$ cat config.mk
export PLATFORM = sky130hd
export DESIGN_NAME = seven_segment_reader
export DESIGN_NICKNAME = d
export VERILOG_FILES = /design/src/rtl/seg7_pkg.sv /design/src/rtl/seven_segment_pattern_match.sv /design/src/rtl/seven_segment_reader.sv
export SDC_FILE = /design/constraint.sdc
export NUM_CORES = 1
export LEC_CHECK = 0
export BUFFER_PORTS_ARGS = -buffer_cell sky130_fd_sc_hd__buf_2
export CAP_MARGIN = 0
export CORE_ASPECT_RATIO = 1.2
export CORE_MARGIN = 10
export CORE_UTILIZATION = 51
export CTS_BUF_LIST = sky130_fd_sc_hd__clkbuf_16
export DETAILED_ROUTE_END_ITERATION = 10
export GPL_ROUTABILITY_DRIVEN = 0
export PLACE_DENSITY = 0.75
export SLEW_MARGIN = 20
export SYNTH_ARGS = -nofsm -noshare
export SYNTH_HDL_FRONTEND = slang
export SYNTH_SLANG_ARGS = --single-unit
$ cat constraint.sdc
create_clock -name clk -period 2.2 [get_ports clk]
set_clock_uncertainty 0.05 [all_clocks]
set_input_delay 0.22 -clock clk [delete_from_list [all_inputs] [get_ports clk]]
set_output_delay 0.22 -clock clk [all_outputs]
set_load 0.02 [all_outputs]
$ cat src/rtl/seg7_pkg.sv
// Shared 7-segment definitions: segment bit order, hex glyph table and the
// reader's FSM state type.
package seg7_pkg;

   localparam int SEG_A = 0;
   localparam int SEG_B = 1;
   localparam int SEG_C = 2;
   localparam int SEG_D = 3;
   localparam int SEG_E = 4;
   localparam int SEG_F = 5;
   localparam int SEG_G = 6;

   // Index i holds the glyph displayed for hex value i.
   localparam logic [6:0] SEG7_GLYPH [0:15] = '{
      7'h3F, 7'h06, 7'h5B, 7'h4F, 7'h66, 7'h6D, 7'h7D, 7'h07,
      7'h7F, 7'h6F, 7'h77, 7'h7C, 7'h39, 7'h5E, 7'h79, 7'h71
   };

   localparam logic [6:0] SEG7_BLANK = 7'h00;

   typedef enum logic [1:0] {
      IDLE   = 2'd0,
      SETTLE = 2'd1,
      HOLD   = 2'd2
   } seg7_state_e;

endpackage

$ cat src/rtl/seven_segment_pattern_match.sv
// Combinational reverse lookup of a segment pattern into its hex value.
module seven_segment_pattern_match
   import seg7_pkg::*;
(
   input  logic [6:0] pattern,
   output logic       hit,
   output logic       blank,
   output logic [3:0] value
);

   always_comb begin
      hit   = 1'b0;
      value = 4'h0;
      blank = (pattern == SEG7_BLANK);
      for (int i = 0; i < 16; i++) begin
         if (pattern == SEG7_GLYPH[i]) begin
            hit   = 1'b1;
            value = i[3:0];
         end
      end
   end

endmodule

$ cat src/rtl/seven_segment_reader.sv
// Samples a multiplexed 7-segment bus, debounces each digit slot and
// reconstructs the displayed hex digits.
module seven_segment_reader
   import seg7_pkg::*;
#(
   parameter int NUM_DIGITS    = 4,
   parameter int STABLE_CYCLES = 16
) (
   input  logic                      clk,
   input  logic                      rst,
   input  logic [6:0]                seg_in,
   input  logic [NUM_DIGITS-1:0]     dig_sel,
   input  logic                      err_clr,
   output logic [4*NUM_DIGITS-1:0]   digits_out,
   output logic [NUM_DIGITS-1:0]     valid_mask,
   output logic                      pattern_err,
   output logic                      frame_done
);

   localparam int CW = $clog2(STABLE_CYCLES + 1);
   localparam int SW = NUM_DIGITS + 7;

   logic [6:0]              seg_meta_q, seg_meta_d, seg_sync_q, seg_sync_d;
   logic [NUM_DIGITS-1:0]   dig_meta_q, dig_meta_d, dig_sync_q, dig_sync_d;
   logic [SW-1:0]           prev_q, prev_d;
   seg7_state_e             state_q, state_d;
   logic [CW-1:0]           cnt_q, cnt_d;
   logic [4*NUM_DIGITS-1:0] digits_q, digits_d;
   logic [NUM_DIGITS-1:0]   valid_q, valid_d;
   logic                    err_q, err_d;
   logic [NUM_DIGITS-1:0]   captured_q, captured_d, captured_acc;
   logic                    frame_done_q, frame_done_d;

   logic [SW-1:0] sample;
   logic          one_hot, changed, capture;
   logic          hit, blank;
   logic [3:0]    value;

   seven_segment_pattern_match u_match (
      .pattern (seg_sync_q),
      .hit     (hit),
      .blank   (blank),
      .value   (value)
   );

   always_comb begin
      seg_meta_d = seg_in;
      seg_sync_d = seg_meta_q;
      dig_meta_d = dig_sel;
      dig_sync_d = dig_meta_q;

      sample  = {dig_sync_q, seg_sync_q};
      prev_d  = sample;
      one_hot = (dig_sync_q != '0) &&
                ((dig_sync_q & (dig_sync_q - NUM_DIGITS'(1))) == '0);
      changed = (sample != prev_q);

      state_d = state_q;
      cnt_d   = cnt_q;
      capture = 1'b0;

      if (!one_hot) begin
         state_d = IDLE;
         cnt_d   = '0;
      end else if (changed || state_q == IDLE) begin
         state_d = SETTLE;
         cnt_d   = CW'(1);
      end else if (state_q == SETTLE) begin
         // cnt_q counts samples already seen; this one completes the window.
         cnt_d = cnt_q + CW'(1);
         if (cnt_q == CW'(STABLE_CYCLES - 1)) begin
            capture = 1'b1;
            state_d = HOLD;
         end
      end

      digits_d = digits_q;
      valid_d  = valid_q;
      for (int k = 0; k < NUM_DIGITS; k++) begin
         if (capture && dig_sync_q[k]) begin
            if (hit) begin
               digits_d[4*k +: 4] = value;
            end else if (blank) begin
               digits_d[4*k +: 4] = 4'h0;
            end
            valid_d[k] = hit;
         end
      end

      // A set in the same cycle as a clear must win.
      err_d = err_q & ~err_clr;
      if (capture && !hit && !blank) begin
         err_d = 1'b1;
      end

      captured_acc = captured_q | (capture ? dig_sync_q : '0);
      frame_done_d = 1'b0;
      captured_d   = captured_acc;
      if (&captured_acc) begin
         frame_done_d = 1'b1;
         captured_d   = '0;
      end
   end

   always_ff @(posedge clk or posedge rst) begin
      if (rst) begin
         seg_meta_q   <= '0;
         seg_sync_q   <= '0;
         dig_meta_q   <= '0;
         dig_sync_q   <= '0;
         prev_q       <= '0;
         state_q      <= IDLE;
         cnt_q        <= '0;
         digits_q     <= '0;
         valid_q      <= '0;
         err_q        <= 1'b0;
         captured_q   <= '0;
         frame_done_q <= 1'b0;
      end else begin
         seg_meta_q   <= seg_meta_d;
         seg_sync_q   <= seg_sync_d;
         dig_meta_q   <= dig_meta_d;
         dig_sync_q   <= dig_sync_d;
         prev_q       <= prev_d;
         state_q      <= state_d;
         cnt_q        <= cnt_d;
         digits_q     <= digits_d;
         valid_q      <= valid_d;
         err_q        <= err_d;
         captured_q   <= captured_d;
         frame_done_q <= frame_done_d;
      end
   end

   assign digits_out  = digits_q;
   assign valid_mask  = valid_q;
   assign pattern_err = err_q;
   assign frame_done  = frame_done_q;

endmodule

==> flow_summary.toml <==
[status]
status = "finished, final reports clean"

[timing]
period_share_pct = 96.6
finalSetupViolCount = 0
max_freq_mhz = 470
finalCriticalPeriod_ns = 2.13
maxSlewViolCount = 0
finalSetupTns_ns = 0
hold_slack_ns = 0.0233
worst-slew-pin-transition_ns = 0.441
slew_headroom_pct = 70.4
hold_violations = 0

[routing]
drt_iter0_drc = 119
viasPerCell = 5.51
antenna_left = 0
maxUsedRoutingLayer = "met4"
drt_wl_total_mm = 6.20
dr_wl_met3_um = 267
wl_met1_mm = 2.56
wire_per_inst_um = 16.5
met2_length_mm = 3.23
first_pass_iters = 4
vias = 2066
drc = 0

[floorplan]
die_area_sq_um = 8760
start_util_pct = 52.4
die_w_um = 87.1
core_sq_um = 5260
num_io_pins = 36
fp-row-count = 29
die_h_um = 101

[place]
place_hpwl_mm = 4.17
dp_cells = 345
portBuffers = 35

[final_layout]
antenna_cells = 0
syn2layout_area_growth_pct = 31.8
finish.utilization_pct = 69.1
layout.cells.non_filler = 375
layout.nets = 324
drive_above_1_share_pct = 32.9

[worst_setup_path]
ff2ff_path_depth = 7
crit_buf_inv = 1
r2r_start = "seg_sync_q[1]"
startpoint = "seg_sync_q[1]"
worst_path_largest_cell_delay_ns = 0.45
crit_end = "digits_out[1]"
crit_slowest_cell = "dfrtp_2"
r2r-end = "digits_out[1]"
worstPathRequired_ns = 2.34
crit_cells = 7
worstPathCellList = "buf_4 > nand3b_1 > a2111oi_4 > a211o_1 > a21oi_4 > a21oi_2 > o22ai_1"
critPathKind = "reg -> reg"
startpoint_type = "flip-flop"
cp_max_fo = 9
critPathTopFamily = "compound AO/OA/AOI/OAI gates"
end_kind = "flip-flop"
cp.arrival_ns = 2.27
rrSetupSlack_ns = 0.07

[global_routing]
grt_use_total_pct = 14.7
grt_overflow = 0
grt_pass1_wl_mm = 10.2
grt_pass1_vias = 2151
grt_max_degree = 26
antenna_found_initial = 0

[pwr]
p_leak_nw = 1.67
power.density_nw_per_um2 = 777
max-vdd-ir-drop_mv = 0.585

[logic_synthesis]
ys_ff_latch = 66
synth.avg_cell_area_sq_um = 11.7
syn_area_sq_um = 2760
yosys-top-cells-count = "dfrtp_1 (66), inv_1 (18), o22ai_1 (13)"
ys_warn_count = 0
ys_types = 48
async_reset_ff_share_pct = 100
synth_area_leaders = "dfrtp_1 (60%), xnor2_1 (3.8%), o22ai_1 (2.9%)"
synth_top_area_share_pct = 59.9
yosys.cell_count.top_type = "dfrtp_1"
synthCells = 236
synth.largest_area_cell = "dfrtp_1"
synth_fp_nets = 252
synth_edf_count = 0
synthFlopType = "dfrtp_1"
ys_seq_area_share_pct = 59.9

[clock_tree]
tritoncts = "yes"
insertion_delay_ns = 0.33
cts_buffers = 9
cts_buffer_depth = 2
cts-htree-levels = 3
ctsRootBufferMaster = "clkbuf_16"
clock-sinks = 66
cts.clk_slew.worst_paths_ns = 0.05

[worst_hold_path]
hp-class = "in -> reg"

[flow_run]
max_cap_violations = 0
## metal layers
| layer | vias up | GRT usage (%) |
|---|---|---|
| li1 | 972 | - |
| met1 | 1024 | 17.4 |
| met2 | 54 | 23.5 |
| met3 | 16 | 4.77 |
| met4 | 0 | 7.00 |
| met5 | - | 0 |
## power by group
part	switching, mW	internal (mW)	total, mW	leakage (nW)
clock network	0.501	0.861	1.36	0.140
registers	0.0325	1.25	1.28	0.840
logic	0.0955	0.0847	0.180	0.690
## through the flow
stage | total power, mW | cell area [sq um] | setup WS, ns
3_5_place_dp | 1.45 | 3150 | 0.0381
3_3_place_gp | 1.45 | 3150 | 0.0704
2_1_floorplan | 1.40 | 2760 | 0.131
5_1_grt | 2.93 | 3640 | -0.0346
4_1_cts | 2.84 | 3560 | 0.0182
6_report | 2.83 | 3640 | 0.0740
## worst reg2reg max path: cells and delay by family (launching register included)
family / cells / cell delay [ns]
DFF: 1 / 0.45
and+or+nand+nor: 1 / 0.21
AOI/OAI and AO/OA: 5 / 1.09
buffers and inverters: 1 / 0.19
## kinds of logic after synthesis
family / after synthesis / synth area share [%]
buffers and inverters: 31 / 4.63
adder cells (fa/ha/maj): 2 / 0.907
AND/OR/NAND/NOR: 61 / 13.2
XOR/XNOR: 17 / 5.67
multiplexers: 6 / 2.36
AO/OA/AOI/OAI: 53 / 13.4
flip-flops: 66 / 59.9
## state kept, by name (all words and copies together), names as in the netlist
name	cells
digits_out	16
prev_q	11
seg_meta_q	7
seg_sync_q	7
cnt_q	5
captured_q	4
dig_meta_q	4
dig_sync_q	4
valid_mask	4
state_q	2
frame_done	1
pattern_err	1
## placed cells by master (no fill, tap or decap), types with 3 or more instances in the layout
| master | Yosys | final |
|---|---|---|
| nor2b_1 | 3 | 3 |
| nand2_1 | 12 | 12 |
| nor3_1 | 3 | 3 |
| nand3_1 | 5 | 5 |
| xnor2_1 | 12 | 11 |
| and3_1 | 4 | 3 |
| dlygate4sd3_1 | 0 | 12 |
| a21oi_2 | 5 | 3 |
| o22a_1 | 3 | 3 |
| dfrtp_1 | 66 | 62 |
| nand4_1 | 6 | 6 |
| nor2_1 | 10 | 10 |
| buf_2 | 9 | 35 |
| clkinv_2 | 0 | 3 |
| mux2_2 | 4 | 4 |
| o21ai_0 | 11 | 10 |
| o22ai_1 | 13 | 13 |
| inv_1 | 18 | 17 |
| dfrtp_2 | 0 | 4 |
| xor2_1 | 4 | 4 |
| clkbuf_16 | 0 | 9 |
| buf_4 | 0 | 26 |
| a21oi_1 | 5 | 5 |
## worst min path at each step
stage,depth (start not counted),end,start
2_1_floorplan,0,dig_meta_q[0],dig_sel[0]
3_3_place_gp,2,pattern_err,rst
3_5_place_dp,2,valid_mask[0],rst
4_1_cts,2,pattern_err,err_clr
5_1_grt,2,pattern_err,err_clr
6_report,2,pattern_err,err_clr
## area by class of cell
class / instances / area (sq um)
Sequential cell: 66 / 1660
Fill cell: 376 / 1620
Multi-Input combinational cell: 139 / 1040
Timing Repair Buffer: 74 / 510
Clock buffer: 9 / 225
Tap cell: 62 / 77.6
Inverter: 18 / 67.6
Clock inverter: 7 / 60.1
## what timing repair did
item | CTS | global route
endpoints found under the setup margin | 0 | 25
resized for setup | 0 | 14
buffers inserted | 0 | 2
hold endpoints to repair | 28 | 0
hold buffers | 12 | 0
Note: power is estimated with default switching activity, not from simulation.
